<file path="src/rtl/uart_cmd_pkg.sv">
// Shared definitions for the UART command responder: opcodes, header layout,
// NAK marker and FSM state encoding.
package uart_cmd_pkg;

    localparam int unsigned DataWidth = 16;
    localparam int unsigned NumRegs   = 16;
    localparam int unsigned AddrWidth = 4;
    localparam int unsigned LenWidth  = 8;

    // Header word layout: {op[15:12], addr[11:8], len[7:0]}
    localparam int unsigned OpMsb   = 15;
    localparam int unsigned OpLsb   = 12;
    localparam int unsigned AddrMsb = 11;
    localparam int unsigned AddrLsb = 8;
    localparam int unsigned LenMsb  = 7;
    localparam int unsigned LenLsb  = 0;

    localparam logic [3:0] OpWrite    = 4'h1;
    localparam logic [3:0] OpRead     = 4'h2;
    localparam logic [3:0] OpEcho     = 4'h3;
    localparam logic [3:0] OpChecksum = 4'h4;

    // Replaces the opcode nibble of a rejected header
    localparam logic [3:0] NakNibble = 4'hE;

    typedef enum logic [2:0] {
        StIdle,
        StHdrRd,
        StHdrCap,
        StRespHdr,
        StPayRd,
        StPayCap,
        StDataWr,
        StSumWr
    } state_t;

    function automatic logic is_valid_op(input logic [3:0] op);
        return (op == OpWrite) || (op == OpRead) || (op == OpEcho) || (op == OpChecksum);
    endfunction

endpackage

</file>
<file path="src/rtl/cmd_reg_bank.sv">
// 16 x 16 register bank: one synchronous write port, two combinational read
// ports (one for the command FSM, one for debug).
module cmd_reg_bank
    import uart_cmd_pkg::*;
(
    input  logic                 clk_i,
    input  logic                 rst_i,
    input  logic                 we_i,
    input  logic [AddrWidth-1:0] waddr_i,
    input  logic [DataWidth-1:0] wdata_i,
    input  logic [AddrWidth-1:0] raddr_i,
    output logic [DataWidth-1:0] rdata_o,
    input  logic [AddrWidth-1:0] dbg_addr_i,
    output logic [DataWidth-1:0] dbg_data_o
);

    logic [DataWidth-1:0] mem_q [NumRegs];

    // Storage: synchronous clear, single write port
    always_ff @(posedge clk_i) begin
        if (rst_i) begin
            for (int i = 0; i < NumRegs; i++) begin
                mem_q[i] <= '0;
            end
        end else if (we_i) begin
            mem_q[waddr_i] <= wdata_i;
        end
    end

    // Reads see the pre-write value during a same-cycle write
    assign rdata_o    = mem_q[raddr_i];
    assign dbg_data_o = mem_q[dbg_addr_i];

endmodule

</file>
<file path="src/rtl/uart_cmd_responder.sv">
// Frame-level command responder sitting between a UART RX FIFO and TX FIFO.
// Parses a header word, acknowledges or NAKs it, then services the payload
// against a 16 x 16 register bank.
module uart_cmd_responder
    import uart_cmd_pkg::*;
(
    input  logic                 clk,
    input  logic                 reset,
    input  logic                 rx_empty,
    input  logic [DataWidth-1:0] read_rx_data,
    output logic                 enable_rx_read,
    input  logic                 tx_full,
    output logic [DataWidth-1:0] write_tx_data,
    output logic                 enable_tx_write,
    input  logic [AddrWidth-1:0] dbg_addr,
    output logic [DataWidth-1:0] dbg_data,
    output logic                 busy,
    output logic [7:0]           nak_count
);

    state_t                state_q, state_d;
    logic [3:0]            op_q, op_d;
    logic [11:0]           hdr_q, hdr_d;   // addr and len fields of the header
    logic [AddrWidth-1:0]  ptr_q, ptr_d;   // current register address
    logic [LenWidth-1:0]   cnt_q, cnt_d;   // words still to service
    logic [DataWidth-1:0]  sum_q, sum_d;
    logic [DataWidth-1:0]  data_q, data_d; // echo word held between PAY_CAP and DATA_WR
    logic [7:0]            nak_q, nak_d;

    logic                  rd_stb;
    logic                  wr_stb;
    logic [DataWidth-1:0]  tx_word;
    logic                  reg_we;
    logic [DataWidth-1:0]  reg_rdata;
    logic                  last_word;

    assign last_word = (cnt_q == 8'd1);

    cmd_reg_bank u_reg_bank (
        .clk_i      (clk),
        .rst_i      (reset),
        .we_i       (reg_we),
        .waddr_i    (ptr_q),
        .wdata_i    (read_rx_data),
        .raddr_i    (ptr_q),
        .rdata_o    (reg_rdata),
        .dbg_addr_i (dbg_addr),
        .dbg_data_o (dbg_data)
    );

    // Next-state, datapath updates and FIFO strobes
    always_comb begin
        state_d = state_q;
        op_d    = op_q;
        hdr_d   = hdr_q;
        ptr_d   = ptr_q;
        cnt_d   = cnt_q;
        sum_d   = sum_q;
        data_d  = data_q;
        nak_d   = nak_q;
        rd_stb  = 1'b0;
        wr_stb  = 1'b0;
        tx_word = '0;
        reg_we  = 1'b0;

        unique case (state_q)
            StIdle: begin
                if (!rx_empty) begin
                    state_d = StHdrRd;
                end
            end

            StHdrRd: begin
                if (!rx_empty) begin
                    rd_stb  = 1'b1;
                    state_d = StHdrCap;
                end
            end

            StHdrCap: begin
                op_d    = read_rx_data[OpMsb:OpLsb];
                hdr_d   = read_rx_data[AddrMsb:LenLsb];
                ptr_d   = read_rx_data[AddrMsb:AddrLsb];
                cnt_d   = read_rx_data[LenMsb:LenLsb];
                sum_d   = '0;
                state_d = StRespHdr;
            end

            StRespHdr: begin
                if (!tx_full) begin
                    wr_stb = 1'b1;
                    if (is_valid_op(op_q)) begin
                        tx_word = {op_q, hdr_q};
                    end else begin
                        tx_word = {NakNibble, hdr_q};
                        if (nak_q != 8'hFF) begin
                            nak_d = nak_q + 8'd1;
                        end
                    end
                    if (op_q == OpRead) begin
                        state_d = (cnt_q == '0) ? StIdle : StDataWr;
                    end else if (cnt_q != '0) begin
                        state_d = StPayRd;
                    end else if (op_q == OpChecksum) begin
                        state_d = StSumWr;
                    end else begin
                        state_d = StIdle;
                    end
                end
            end

            StPayRd: begin
                if (!rx_empty) begin
                    rd_stb  = 1'b1;
                    state_d = StPayCap;
                end
            end

            StPayCap: begin
                if (op_q == OpEcho) begin
                    // Count is decremented once the word has been sent back
                    data_d  = read_rx_data;
                    state_d = StDataWr;
                end else begin
                    if (op_q == OpWrite) begin
                        reg_we = 1'b1;
                        ptr_d  = ptr_q + 4'd1;
                    end
                    if (op_q == OpChecksum) begin
                        sum_d = sum_q + read_rx_data;
                    end
                    cnt_d = cnt_q - 8'd1;
                    if (!last_word) begin
                        state_d = StPayRd;
                    end else if (op_q == OpChecksum) begin
                        state_d = StSumWr;
                    end else begin
                        state_d = StIdle;
                    end
                end
            end

            StDataWr: begin
                if (!tx_full) begin
                    wr_stb  = 1'b1;
                    tx_word = (op_q == OpEcho) ? data_q : reg_rdata;
                    ptr_d   = ptr_q + 4'd1;
                    cnt_d   = cnt_q - 8'd1;
                    if (last_word) begin
                        state_d = StIdle;
                    end else if (op_q == OpEcho) begin
                        state_d = StPayRd;
                    end else begin
                        state_d = StDataWr;
                    end
                end
            end

            StSumWr: begin
                if (!tx_full) begin
                    wr_stb  = 1'b1;
                    tx_word = sum_q;
                    state_d = StIdle;
                end
            end

            default: begin
                state_d = StIdle;
            end
        endcase

        // Reset wins over anything the FSM would drive this cycle
        if (reset) begin
            rd_stb  = 1'b0;
            wr_stb  = 1'b0;
            tx_word = '0;
            reg_we  = 1'b0;
        end
    end

    // State and datapath registers with synchronous reset
    always_ff @(posedge clk) begin
        if (reset) begin
            state_q <= StIdle;
            op_q    <= '0;
            hdr_q   <= '0;
            ptr_q   <= '0;
            cnt_q   <= '0;
            sum_q   <= '0;
            data_q  <= '0;
            nak_q   <= '0;
        end else begin
            state_q <= state_d;
            op_q    <= op_d;
            hdr_q   <= hdr_d;
            ptr_q   <= ptr_d;
            cnt_q   <= cnt_d;
            sum_q   <= sum_d;
            data_q  <= data_d;
            nak_q   <= nak_d;
        end
    end

    assign enable_rx_read  = rd_stb;
    assign enable_tx_write = wr_stb;
    assign write_tx_data   = tx_word;
    assign busy            = (state_q != StIdle) && !reset;
    assign nak_count       = nak_q;

endmodule

</file>
<file path="config.mk">
export PLATFORM = sky130hd
export DESIGN_NAME = uart_cmd_responder
export DESIGN_NICKNAME = d
export VERILOG_FILES = /design/src/rtl/uart_cmd_pkg.sv /design/src/rtl/cmd_reg_bank.sv /design/src/rtl/uart_cmd_responder.sv
export SDC_FILE = /design/constraint.sdc
export NUM_CORES = 1
export LEC_CHECK = 0
export BUFFER_PORTS_ARGS = -buffer_cell sky130_fd_sc_hd__buf_2
export CAP_MARGIN = 40
export CORE_ASPECT_RATIO = 2
export CORE_MARGIN = 2
export CORE_UTILIZATION = 50
export CTS_BUF_LIST = sky130_fd_sc_hd__clkbuf_16
export DETAILED_ROUTE_END_ITERATION = 8
export GPL_TIMING_DRIVEN = 1
export PLACE_DENSITY_LB_ADDON = 0.05
export SYNTH_ARGS = -nofsm -noshare
export SYNTH_HDL_FRONTEND = slang
export SYNTH_SLANG_ARGS = --single-unit
</file>
<file path="constraint.sdc">
create_clock -name clk -period 7.3 [get_ports clk]
set_input_delay 1.46 -clock clk [delete_from_list [all_inputs] [get_ports clk]]
set_output_delay 1.46 -clock clk [all_outputs]
set_load 0.01 [all_outputs]
</file>
==> impl_metrics.csv <==
group,metric,value,unit
timing,grt_setup_unrepaired,"no",
floorplanning,coreArea,35800,um^2
place,place_congestion,0.906,
global_routing,grt_overflow,0,
timing,finalHoldViolCount,0,
clock_network,holdBufCountCts,0,
logic_synthesis,yosysWarningCount,0,
clock_network,numClockSinks,331,
route,via_per_inst,6.52,
clock_network,cts-htree-levels,1,
clock_network,clkLatencyLatePin,0.58,ns
clock_network,post_cts_buffers,0,
critical_path,rr_startpoint,"state_q[2]$_SDFFE_PP0P_",
critical_path,critPathCaptureType,"output pin",
logic_synthesis,synth_edf_count,256,
critical_path,critPathKind,"primary input to output pin",
timing,slew_headroom,39.7,%
worst_hold_path,whs_endpoint,"hdr_q[9]$_SDFFE_PP0P_",
critical_path,cp_max_fo,26,
place,numPortBuffers,66,
route,wl_met2,31.9,mm
logic_synthesis,syn_area_per_cell,12.7,um^2
power,power,4070,uW
logic_synthesis,synthTopCellsByArea,"edfxtp_1, mux4_2, and2_1",
logic_synthesis,synth_area,18200,um^2
final_layout,final_cell_mix,"edfxtp_1, and2_1, mux4_2, nand2_1, a21oi_1",
worst_hold_path,hold_path_class,"register to register",
clock_network,cts_resized,0,
route,wl_per_cell,30.4,um
final_layout,drive_above_1_share,23.6,%
logic_synthesis,ys.flop_type,"edfxtp_1",
timing,final.setup.tns,0,ns
clock_network,cts_buffers,31,
final_layout,fin_util,55.2,%
power,internal_power,3080,uW
global_routing,grt_pass1_wl,84.4,mm
critical_path,regToRegEndpoint,"u_reg_bank.mem_q[4][7]$_SDFFCE_PN0P_",
worst_hold_path,min_path_cells,2,
route,drt-total-wl,58.1,mm
power,leakagePower,0.00702,uW
floorplanning,dieHeight,274,um
logic_synthesis,synth_nets,1478,
timing,drv_slew,0,
logic_synthesis,ys_async_sr_fraction,0,%
route,firstDrtPassIters,5,
place,dp_hpwl,38.9,mm
logic_synthesis,ys_ff_latch,331,
global_routing,antenna_found_initial,4,
clock_network,clkTransAtPathRegs,0.06,ns
final_layout,fin_nets,1484,
run,maxCapViolations,0,
logic_synthesis,synth_area_leader_cell,"edfxtp_1",
power,p_sw,995,uW
global_routing,grt_max_degree,71,
final_layout,area_growth,8.89,%
critical_path,ff2ff_path_depth,6,
timing,clock-skew-final,0.00959,ns
final_layout,final_common_cell,"edfxtp_1",
critical_path,worstPathRequired,5.84,ns
route,drt_iter0_drc,864,
logic_synthesis,yosysSeqAreaShare,50.6,%
logic_synthesis,ys_types,66,
power,p_per_area,206,nW/um^2
route,wl_met3,2.88,mm
route,drc,0,
clock_network,cts_buffer_depth,3,
critical_path,rrSetupSlack,4.04,ns
clock_network,cts_root_buf,"clkbuf_16",
clock_network,cts_tree,"yes",
power,swShare,24.4,%
final_layout,multi_input_comb_area,8400,um^2
route,vias,12500,
route,met1_length,19.5,mm
power,power_frac_comb,8.1,%
route,top_layer,"met5",
timing,period_share,73.3,%
floorplanning,die_w,139,um
floorplanning,ios,67,
timing,setup_violations,0,
logic_synthesis,syn_inst,1430,
power,max-vdd-ir-drop,0.244,mV
run_status,status,"completed",
global_routing,track_usage,30.7,%
final_layout,n_fill_cell,3040,
floorplanning,initial_utilization,50.7,%
timing,tightest_slew,0.905,ns
floorplanning,die_area,38000,um^2
timing,max_freq,187,MHz
power,clockPowerShare,39.9,%
timing,finalCriticalPeriod,5.35,ns
route,ant_nets,0,
final_layout,regArea,9200,um^2
critical_path,crit_arrival,3.89,ns
worst_hold_path,holdCritStartpoint,"hdr_q[9]$_SDFFE_PP0P_",
floorplanning,rows,98,
global_routing,grt_pass1_vias,13000,
power,pwr-share-seq,52.0,%
logic_synthesis,yosys.area.top_type_share,42.3,%
critical_path,worst_setup_path_start_kind,"primary input",
[power groups by stage]
stage	registers (uW)	logic [uW]	clock network, uW
4_1_cts	2110	333	1640
2_1_floorplan	2130	217	0
5_1_grt	2120	347	1710
6_report	2110	329	1630
3_3_place_gp	2150	328	0
3_5_place_dp	2160	332	0
[layer usage]
layer | up-vias | GRT usage, %
met2 | 470 | 58.1
met4 | 2 | 16.9
met3 | 183 | 3.59
met5 | - | 0
li1 | 5395 | -
met1 | 6418 | 33.0
[logic make-up (layout without fill, tap and decap cells)]
logic type | Yosys count | after routing | share of synthesized area (%)
XOR/XNOR | 13 | 13 | 0.627
other | 0 | 2 | 0
AO/OA/AOI/OAI | 196 | 196 | 6.83
adder cells (fa/ha/maj) | 24 | 24 | 1.69
flip-flops | 331 | 331 | 50.6
buffers and inverters | 133 | 163 | 3.20
AND/OR/NAND/NOR | 553 | 553 | 17.0
multiplexers | 180 | 180 | 20.0
[how the worst max path moves through the flow]
stage	from	end	cells after the start	slack, ns
floorplan	dbg_addr[0]	dbg_data[0]	4	2.85
global placement	reset	write_tx_data[8]	6	1.90
detailed placement	reset	write_tx_data[9]	6	2.00
CTS	register	write_tx_data[10]	7	1.99
global route	register	write_tx_data[9]	6	1.82
finish	reset	write_tx_data[9]	6	1.95
[flip-flops by register name (all words and copies together) (netlist names), 4 cells and up, named ones only]
name	cells
cnt_q	8
data_q	16
hdr_q	12
nak_count	8
op_q	4
ptr_q	4
sum_q	16
u_reg_bank.mem_q	256
[per-stage QoR]
stage                     setup slack [ns]  instance area, um^2  std cells  hold slack, ns
after floorplan                       2.85                18200       1430           0.432
after global routing                  1.82                19800       1910           0.479
after CTS                             1.99                19800       1910           0.455
after detailed placement              2.00                18800       1853           0.447
after global placement                1.90                18700       1846           0.437
final                                 1.95                19800       1912           0.453
[cell usage after synthesis, types with 3 or more instances]
master,count
or2_2,16
nor2b_1,7
nand4_1,6
inv_1,12
nand2b_1,5
o31ai_1,3
o221ai_1,13
buf_4,5
o211ai_1,3
dfxtp_1,75
nor3_4,4
mux2i_1,21
buf_6,3
nor4_1,8
nand2_4,3
edfxtp_1,256
a221oi_1,3
nor2_1,66
nand3_1,19
buf_2,24
o21a_1,4
o21ai_0,30
a21o_1,7
and2_1,242
nand2_1,116
a21boi_0,3
a22o_1,3
mux2_2,14
or3_1,3
and3b_1,3
xnor2_1,6
nor3_1,23
and3_1,11
a211oi_1,7
a21oi_1,75
xor2_1,7
a31oi_1,8
mux4_2,145
buf_1,6
ha_1,23
clkbuf_1,73
a22oi_1,21
clkbuf_2,9
nor2_4,9
[worst max-delay path, cell delays in order]
cell      delay (ns)
buf_4           0.21
or4_1           0.92
inv_1           0.20
nand3_1         0.51
o221ai_1        0.40
buf_2           0.18
[area by class of cell]
cell class / count / area share (%)
Sequential cell: 331 / 46.5
Multi-Input combinational cell: 966 / 42.5
Clock buffer: 32 / 4.05
Timing Repair Buffer: 93 / 2.90
Tap cell: 450 / 2.85
Clock inverter: 25 / 0.949
Inverter: 13 / 0.247
Antenna cell: 2 / 0.0253
(Power assumes the default switching activity.)
